$ cat src/rtl/vx_commit_gather.sv
// Gathers NUM_INPUTS result streams into one commit stream: round-robin with per-packet lock, 2-entry registered output buffer.
// Optional per-input stall counters are compiled in when COMMIT_GATHER_PERF_EN is defined.
module vx_commit_gather #(
    parameter int NUM_INPUTS    = 4,
    parameter int DATAW         = 128,
    parameter int PERF_CTR_BITS = 44
) (
    input  logic                                 clk,
    input  logic                                 reset,
    input  logic [NUM_INPUTS-1:0]                in_valid,
    output logic [NUM_INPUTS-1:0]                in_ready,
    input  logic [NUM_INPUTS-1:0][DATAW-1:0]     in_data,
    input  logic [NUM_INPUTS-1:0]                in_sop,
    input  logic [NUM_INPUTS-1:0]                in_eop,
    output logic                                 out_valid,
    input  logic                                 out_ready,
    output logic [DATAW-1:0]                     out_data,
    output logic                                 out_sop,
    output logic                                 out_eop
`ifdef COMMIT_GATHER_PERF_EN
    ,
    output logic [NUM_INPUTS-1:0][PERF_CTR_BITS-1:0] perf_stalls
`endif
);

    localparam int PW = (NUM_INPUTS > 1) ? $clog2(NUM_INPUTS) : 1;

    typedef struct packed {
        logic             sop;
        logic             eop;
        logic [DATAW-1:0] data;
    } beat_t;

    logic [PW-1:0]         ptr_q, ptr_d, lock_idx_q, lock_idx_d;
    logic                  locked_q, locked_d;
    logic [1:0]            cnt_q, cnt_d;
    logic                  wr_q, wr_d, rd_q, rd_d;
    beat_t [1:0]           buf_q, buf_d;
    logic [NUM_INPUTS-1:0] grant;
    logic [PW-1:0]         sel;
    logic                  sel_vld, full, push, pop;

    // While locked only the owner may be granted, even if it is idle, so packets never interleave.
    always_comb begin
        grant   = '0;
        sel     = '0;
        sel_vld = 1'b0;
        if (locked_q) begin
            sel     = lock_idx_q;
            sel_vld = in_valid[lock_idx_q];
        end else begin
            // Scan backwards so the candidate closest to the pointer is written last and wins.
            for (int k = NUM_INPUTS - 1; k >= 0; k--) begin
                if (in_valid[(int'(ptr_q) + k) % NUM_INPUTS]) begin
                    sel     = PW'((int'(ptr_q) + k) % NUM_INPUTS);
                    sel_vld = 1'b1;
                end
            end
        end
        if (sel_vld) grant[sel] = 1'b1;
    end

    assign full     = (cnt_q == 2'd2);
    assign in_ready = grant & {NUM_INPUTS{~full & reset}};
    assign push     = |in_ready;
    assign pop      = out_valid & out_ready;

    always_comb begin
        ptr_d      = ptr_q;
        locked_d   = locked_q;
        lock_idx_d = lock_idx_q;
        if (push) begin
            if (in_eop[sel]) begin
                locked_d = 1'b0;
                ptr_d    = (sel == PW'(NUM_INPUTS - 1)) ? '0 : sel + PW'(1);
            end else begin
                locked_d   = 1'b1;
                lock_idx_d = sel;
            end
        end
    end

    always_comb begin
        buf_d = buf_q;
        wr_d  = wr_q;
        rd_d  = rd_q;
        if (push) begin
            buf_d[wr_q] = '{sop: in_sop[sel], eop: in_eop[sel], data: in_data[sel]};
            wr_d        = ~wr_q;
        end
        if (pop) rd_d = ~rd_q;
        cnt_d = cnt_q + 2'(push) - 2'(pop);
    end

    always_ff @(posedge clk or negedge reset) begin
        if (!reset) begin
            ptr_q      <= '0;
            locked_q   <= 1'b0;
            lock_idx_q <= '0;
            cnt_q      <= '0;
            wr_q       <= 1'b0;
            rd_q       <= 1'b0;
            buf_q      <= '0;
        end else begin
            ptr_q      <= ptr_d;
            locked_q   <= locked_d;
            lock_idx_q <= lock_idx_d;
            cnt_q      <= cnt_d;
            wr_q       <= wr_d;
            rd_q       <= rd_d;
            buf_q      <= buf_d;
        end
    end

    assign out_valid = (cnt_q != 2'd0);
    assign out_data  = buf_q[rd_q].data;
    assign out_sop   = buf_q[rd_q].sop;
    assign out_eop   = buf_q[rd_q].eop;

`ifdef COMMIT_GATHER_PERF_EN
    logic [NUM_INPUTS-1:0][PERF_CTR_BITS-1:0] stall_q, stall_d;

    always_comb begin
        stall_d = stall_q;
        for (int i = 0; i < NUM_INPUTS; i++)
            stall_d[i] = stall_q[i] + PERF_CTR_BITS'(in_valid[i] & ~in_ready[i]);
    end

    always_ff @(posedge clk or negedge reset) begin
        if (!reset) stall_q <= '0;
        else        stall_q <= stall_d;
    end

    assign perf_stalls = stall_q;
`endif

endmodule
$ cat config.mk
export PLATFORM = sky130hd
export DESIGN_NAME = vx_commit_gather
export DESIGN_NICKNAME = d
export VERILOG_FILES = /design/src/rtl/vx_commit_gather.sv
export SDC_FILE = /design/constraint.sdc
export NUM_CORES = 1
export LEC_CHECK = 0
export BUFFER_PORTS_ARGS = -buffer_cell sky130_fd_sc_hd__buf_2
export CORE_AREA = 2 2 258 260
export DETAILED_ROUTE_END_ITERATION = 16
export DIE_AREA = 0 0 260 262
export SYNTH_ARGS = -nofsm -noshare
export SYNTH_HDL_FRONTEND = slang
export SYNTH_SLANG_ARGS = --single-unit
$ cat constraint.sdc
create_clock -name clk -period 10.15 [get_ports clk]
set_clock_uncertainty 0.05 [all_clocks]
set_input_delay 2.5375 -clock clk [delete_from_list [all_inputs] [get_ports clk]]
set_output_delay 2.5375 -clock clk [all_outputs]
set_load 0.01 [all_outputs]
==> metrics.csv, run 1 <==
stage,metric,value,unit
timing,min_period,7246,ps
flow_run,cap_violations,0,
placed_design,placed_area,20050,um2
floorplanning,rows,94,
synthesis,synthCells,1204,
setup_path,start_kind,primary input,
cts,numClockSinks,269,
floorplanning,die_area,68120,um2
synthesis,yosys.cell_count.top_type,mux2i_1,
final_layout,area_growth_syn_to_layout,31.86,%
setup_path,worst_ep_required_time,7560,ps
floorplanning,start_util,24.44,%
synthesis,synthTopCellsByArea,"dfrtp_1 (42%), mux2i_1 (25%), mux2_1 (14%)",
detailed_routing,drcViolationCount,0,
final_layout,fin_cells,2708,
detailed_routing,wl_per_cell,16.52,um
timing,maxSlewViolCount,0,
final_layout,nNetsFinal,2353,
cts,tritoncts,built,
power,ir_drop,0.5828,mV
cts,post-cts-setup-buffer-count,0,
cts,cts_buffer_depth,3,
floorplanning,die-height,262,um
grt,overflow,0,
grt,grt_max_degree,87,
run_status,run_status,completed,
floorplanning,ios,662,
detailed_routing,dr.first_iter.drc_count,323,
setup_path,crit_type,primary input to output port,
timing,setup_violations,0,
hold_path,worstHoldPathType,flip-flop to flip-flop,
floorplanning,die_x,260,um
power,p_per_area,336.9,nW/um2
cts,clkLatencyLatePin,560,ps
placed_design,dp_hpwl,34440,um
timing,rsz0062_at_grt,false,
synthesis,yosys.area.top_type,dfrtp_1,
final_layout,drive_gt1_share,49.86,%
detailed_routing,totalWireLength,44730,um
synthesis,synth_fp_nets,1734,
cts,cts_root_buf,clkbuf_16,
placed_design,numPortBuffers,661,
timing,worstMarginPinSlew,1043,ps
detailed_routing,via_count,11800,
final_layout,fillers,6652,
detailed_routing,via_per_inst,4.356,
setup_path,path_max_fanout,85,
timing,post-route-period-util,71.39,%
placed_design,place.gp.congestion,0.8887,
synthesis,avgSynthCellArea,13.25,um2
final_layout,final_area,21040,um2
synthesis,synth-seq-cells,269,
synthesis,synth_cell_types,38,
setup_path,endpoint_kind,output port,
detailed_routing,ant_nets,0,
synthesis,synth_edf_count,0,
timing,fin_tns_setup,0,ps
synthesis,yosysSeqAreaShare,42.20,%
timing,hold_viol_final,0,
floorplanning,core-area,65280,um2
cts,numCtsBuffers,30,
synthesis,synth_area,15950,um2
synthesis,yosysWarnings,0,
grt,grtUsageTotal,12.30,%
timing,max_slew_margin,30.45,%
grt,grt_pass1_vias,12490,
cts,cts_resized,0,
synthesis,synthTopCellsByCount,"mux2i_1 (393), dfrtp_1 (269), mux2_1 (202)",
cts,cts-htree-levels,1,
synthesis,ys.flop_type,dfrtp_1,
cts,hold_buffers,0,
setup_path,critPathArrivalTime,4660,ps
synthesis,synthArstFlopShare,100.0,%
placed_design,placed_cells,2655,
synthesis,synth_top_area_share,42.20,%
detailed_routing,dr.pass1.iters,5,
cts,clk_pin_slew_worst_paths,50,ps
timing,max_freq,138.0,MHz
grt,grt_pass1_wl,67380,um
power,leakage,0.01026,uW
power,p_total,7087,uW
grt,antenna_found_initial,1,
[worst paths after layout]
check                                    to   startpoint  depth (start not counted)  slack, ps
worst max-delay path            in_ready[3]  in_valid[0]                          7       2900
worst min register to register   buf_q[244]   buf_q[244]                          1        430
min in group asynchronous        buf_q[152]        reset                          1       1830
worst max register to register   buf_q[233]     locked_q                          9       5620
max in group asynchronous        buf_q[189]        reset                          3       6310
worst min-delay path             buf_q[244]   buf_q[244]                          1        430
[flip-flops by register name, indices dropped and copies added (netlist names)]
register,count
cnt_q,2
ptr_q,2
rd_q,1
locked_q,1
lock_idx_q,2
wr_q,1
buf_q,260
[critical path, stage by stage]
cell and delay (ps):
buf_2 130, mux2_4 270, a221o_1 490, inv_8 540
ha_1 370, and2_1 170, buf_2 130
[metrics by stage]
step / hold WS, ps / utilization (%) / setup slack (ps)
after floorplan: 402.2 / - / 3324
after global placement: 411.0 / 30.72 / 2911
after detailed placement: 418.4 / 30.72 / 2856
after CTS: 432.5 / 32.22 / 2855
after global routing: 445.2 / 32.23 / 2734
final: 427.0 / 32.23 / 2904
[where the power goes]
part | switching [uW] | total, uW | leakage, uW | internal [uW]
Combinational | 2070 | 4100 | 0.00659 | 2030
Sequential | 268 | 1910 | 0.00319 | 1640
Clock | 423 | 1080 | 0.000486 | 654
Total | 2760 | 7090 | 0.0103 | 4330
[routing by layer]
metal  vias to the layer above  global-route usage, %  share of wire [%]
met5                         -                      0                  0
met3                        43                  2.595                6.5
met2                       392                  22.79                 52
li1                       5651                      -                  -
met1                      5709                  14.54                 40
met4                         0                  2.586                1.7
[final cells by class]
| cell class | instances | area [um2] | share of cell area [%] |
|---|---|---|---|
| multi-input combinational | 838 | 8737 | 41.54 |
| antenna | 1 | 2.502 | 0.01190 |
| timing repair buffer | 675 | 3448 | 16.39 |
| tap | 864 | 1081 | 5.139 |
| clock inverter | 6 | 80.08 | 0.3807 |
| inverter | 9 | 48.80 | 0.2320 |
| sequential | 269 | 6735 | 32.02 |
| clock buffer | 46 | 902.1 | 4.289 |
[cells by family after synthesis]
logic type | share of synthesized area (%)
muxes | 52.42
DFF | 42.20
buffers and inverters | 3.098
and+or+nand+nor | 0.9255
AOI/OAI and AO/OA | 0.9020
xor gates and xnor gates | 0.2196
adders and majority gates | 0.2353
[layout by cell type (no fill, tap or decap), types with 3 or more instances in the layout]
cell | synthesis | routed
buf_2 | 43 | 660
mux2i_1 | 393 | 393
dfrtp_1 | 269 | 268
mux2_1 | 202 | 202
mux2_2 | 190 | 190
clkbuf_16 | 0 | 31
buf_4 | 16 | 12
clkbuf_1 | 15 | 8
inv_1 | 7 | 7
clkbuf_8 | 0 | 7
nand2_1 | 6 | 6
nor2_1 | 6 | 6
nand2b_1 | 4 | 4
and2_1 | 4 | 4
clkinv_2 | 1 | 4
xnor2_1 | 3 | 3
ha_1 | 3 | 3
No activity file was read; power rests on OpenSTA's default activity.
==> inputs of run 2 (changes only) <==
--- a/config.mk
+++ b/config.mk
@@ -6,9 +6,9 @@
 export NUM_CORES = 1
 export LEC_CHECK = 0
 export BUFFER_PORTS_ARGS = -buffer_cell sky130_fd_sc_hd__buf_2
-export CORE_AREA = 2 2 258 260
+export CORE_AREA = 2 2 261 263
 export DETAILED_ROUTE_END_ITERATION = 16
-export DIE_AREA = 0 0 260 262
+export DIE_AREA = 0 0 263 265
 export SYNTH_ARGS = -nofsm -noshare
 export SYNTH_HDL_FRONTEND = slang
 export SYNTH_SLANG_ARGS = --single-unit
==> constraint.sdc (replaced) <==
create_clock -name clk -period 7.25 [get_ports clk]
set_clock_uncertainty 0.05 [all_clocks]
set_input_delay 1.8125 -clock clk [delete_from_list [all_inputs] [get_ports clk]]
set_output_delay 1.8125 -clock clk [all_outputs]
set_load 0.01 [all_outputs]
==> metrics.csv, run 2 (synthesis gave the netlist of run 1 again) <==
stage,metric,value,unit,change
power,p_per_area,475.1,nW/um2,was 336.9 nW/um2
setup_path,path_max_fanout,75,,was 85
grt,grt_pass1_wl,69280,um,"was 67,380 um"
setup_path,start_kind,primary input,,unchanged
final_layout,area_growth_syn_to_layout,32.55,%,was 31.86%
floorplanning,die_x,263,um,was 260 um
setup_path,cp_top_family,buffers and inverters,,unchanged
detailed_routing,dr.first_iter.drc_count,317,,was 323
setup_path,crit_type,primary input to output port,,unchanged
cts,clkLatencyLatePin,570,ps,was 560 ps
cts,hold_buffers,0,,unchanged
timing,max_slew_margin,28.80,%,was 30.45%
detailed_routing,totalWireLength,44720,um,"was 44,730 um"
grt,grtUsageTotal,12.22,%,was 12.30%
timing,fin_tns_setup,0,ps,unchanged
cts,cts-htree-levels,1,,unchanged
setup_path,critPathArrivalTime,3830,ps,was 4660 ps
floorplanning,core-area,66800,um2,"was 65,280 um2"
timing,rsz0062_at_grt,false,,unchanged
final_layout,n_antenna_cell,0,,was 1
detailed_routing,via_count,12010,,"was 11,800"
power,swShare,38.69,%,was 38.91%
final_layout,layout_commonest_cell,buf_2,,unchanged
timing,setup_violations,0,,unchanged
timing,maxSlewViolCount,0,,unchanged
detailed_routing,ant_nets,0,,unchanged
grt,grt_max_degree,133,,was 87
setup_path,worstPathCellList,buf_2 -> nor2b_1 -> o31a_1 -> o221a_2 -> inv_8 -> ha_1 -> and2_1 -> buf_2,,was buf_2 -> mux2_4 -> a221o_1 -> inv_8 -> ha_1 -> and2_1 -> buf_2
setup_path,max_stage_delay,500,ps,was 540 ps
power,leakage,0.01029,uW,was 0.01026 uW
cts,cts_root_buf,clkbuf_16,,unchanged
grt,grt_pass1_vias,13020,,"was 12,490"
power,p_int,6158,uW,was 4329 uW
timing,worstMarginPinSlew,1068,ps,was 1043 ps
detailed_routing,wl_per_cell,16.47,um,was 16.52 um
power,p_switching,3887,uW,was 2758 uW
floorplanning,start_util,23.88,%,was 24.44%
timing,hold_viol_final,0,,unchanged
flow_run,cap_violations,0,,unchanged
floorplanning,ios,662,,unchanged
final_layout,largest_register_ffs,260,,unchanged
hold_path,worstHoldPathType,flip-flop to flip-flop,,unchanged
timing,whs,427.8,ps,was 427.0 ps
placed_design,place.gp.congestion,0.9320,,was 0.8887
cts,post-cts-setup-buffer-count,0,,unchanged
detailed_routing,drcViolationCount,0,,unchanged
setup_path,slowest_stage,inv_8,,unchanged
cts,cts_resized,0,,unchanged
power,clkPwrFrac,15.8,%,was 15.2%
setup_path,worst-path-buf-inv,3,,unchanged
setup_path,critPathMostFrequentCell,buf_2,,unchanged
grt,overflow,0,,unchanged
grt,antenna_found_initial,1,,unchanged
detailed_routing,dr.pass1.iters,4,,was 5
timing,post-route-period-util,78.55,%,
cts,numCtsBuffers,30,,unchanged
floorplanning,die-height,265,um,was 262 um
setup_path,worst_ep_required_time,5390,ps,was 7560 ps
setup_path,endpoint_kind,output port,,unchanged
cts,tritoncts,built,,unchanged
final_layout,fin_cells,2716,,"was 2,708"
cts,numClockSinks,269,,unchanged
power,ir_drop,0.5818,mV,was 0.5828 mV
final_layout,largest_register,buf_q,,unchanged
placed_design,dp_hpwl,33960,um,"was 34,440 um"
run_status,run_status,completed,,unchanged
floorplanning,rows,95,,was 94
detailed_routing,via_per_inst,4.423,,was 4.356
final_layout,drive_gt1_share,49.92,%,was 49.86%
cts,clk_pin_slew_worst_paths,50,ps,about the same
placed_design,numPortBuffers,661,,unchanged
final_layout,final_area,21150,um2,"was 21,040 um2"
placed_design,placed_cells,2662,,"was 2,655"
floorplanning,die_area,69700,um2,"was 68,120 um2"
final_layout,final_cell_mix,"buf_2 (660), mux2i_1 (393), dfrtp_1 (268)",,unchanged
final_layout,nNetsFinal,2351,,"was 2,353"
placed_design,placed_area,20100,um2,"was 20,050 um2"
power,p_seq_share,26.4,%,was 27.0%
cts,cts_buffer_depth,3,,unchanged
power,combPwrFrac,57.7,%,was 57.8%
timing,min_period,5695,ps,
timing,max_freq,175.6,MHz,
run 2: layout make-up:
cell class / count / area [um2]
fillers: 6820 / 45660
multi-input cells: 838 / 8737
inverters: 9 / 48.80
flip-flops and latches: 269 / 6735
clock buffers: 45 / 898.4
repair buffers: 673 / 3483
well taps: 873 / 1092
clock inverters: 9 / 150.1
run 2: power by group through the flow:
stage,Clock (uW),Combinational [uW],Sequential (uW)
floorplan,0,4310,2550
global placement,0,5730,2620
detailed placement,0,5890,2690
CTS,1660,5910,2660
global route,1710,6290,2760
finish,1590,5800,2660
run 2: path summary, 6_finish.rpt:
check / slack (ps) / startpoint / end / cells past startpoint
min in group asynchronous: 1090 / reset / buf_q[75] / 1
setup reg to reg: 3350 / ptr_q[1] / buf_q[150] / 7
max in group asynchronous: 3930 / reset / buf_q[108] / 3
setup / recovery: 1560 / in_valid[0] / in_ready[3] / 8
hold reg to reg: 430 / buf_q[249] / buf_q[249] / 1
hold / removal: 430 / buf_q[249] / buf_q[249] / 1
run 2: routing by layer:
metal	routed length (um)	GRT usage, %	up-vias
li1	-	-	5668
met1	17340	13.57	5858
met2	23000	22.69	406
met3	2876	2.750	79
met4	1487	4.494	2
met5	10	0	-
run 2: through the flow:
step	worst slack (ps)	util [%]	power, uW
6_report	1555	31.65	10050
5_1_grt	1445	31.65	10760
4_1_cts	1552	31.65	10220
3_5_place_dp	1553	30.08	8572
3_3_place_gp	1580	30.08	8356
2_1_floorplan	1874	-	6854
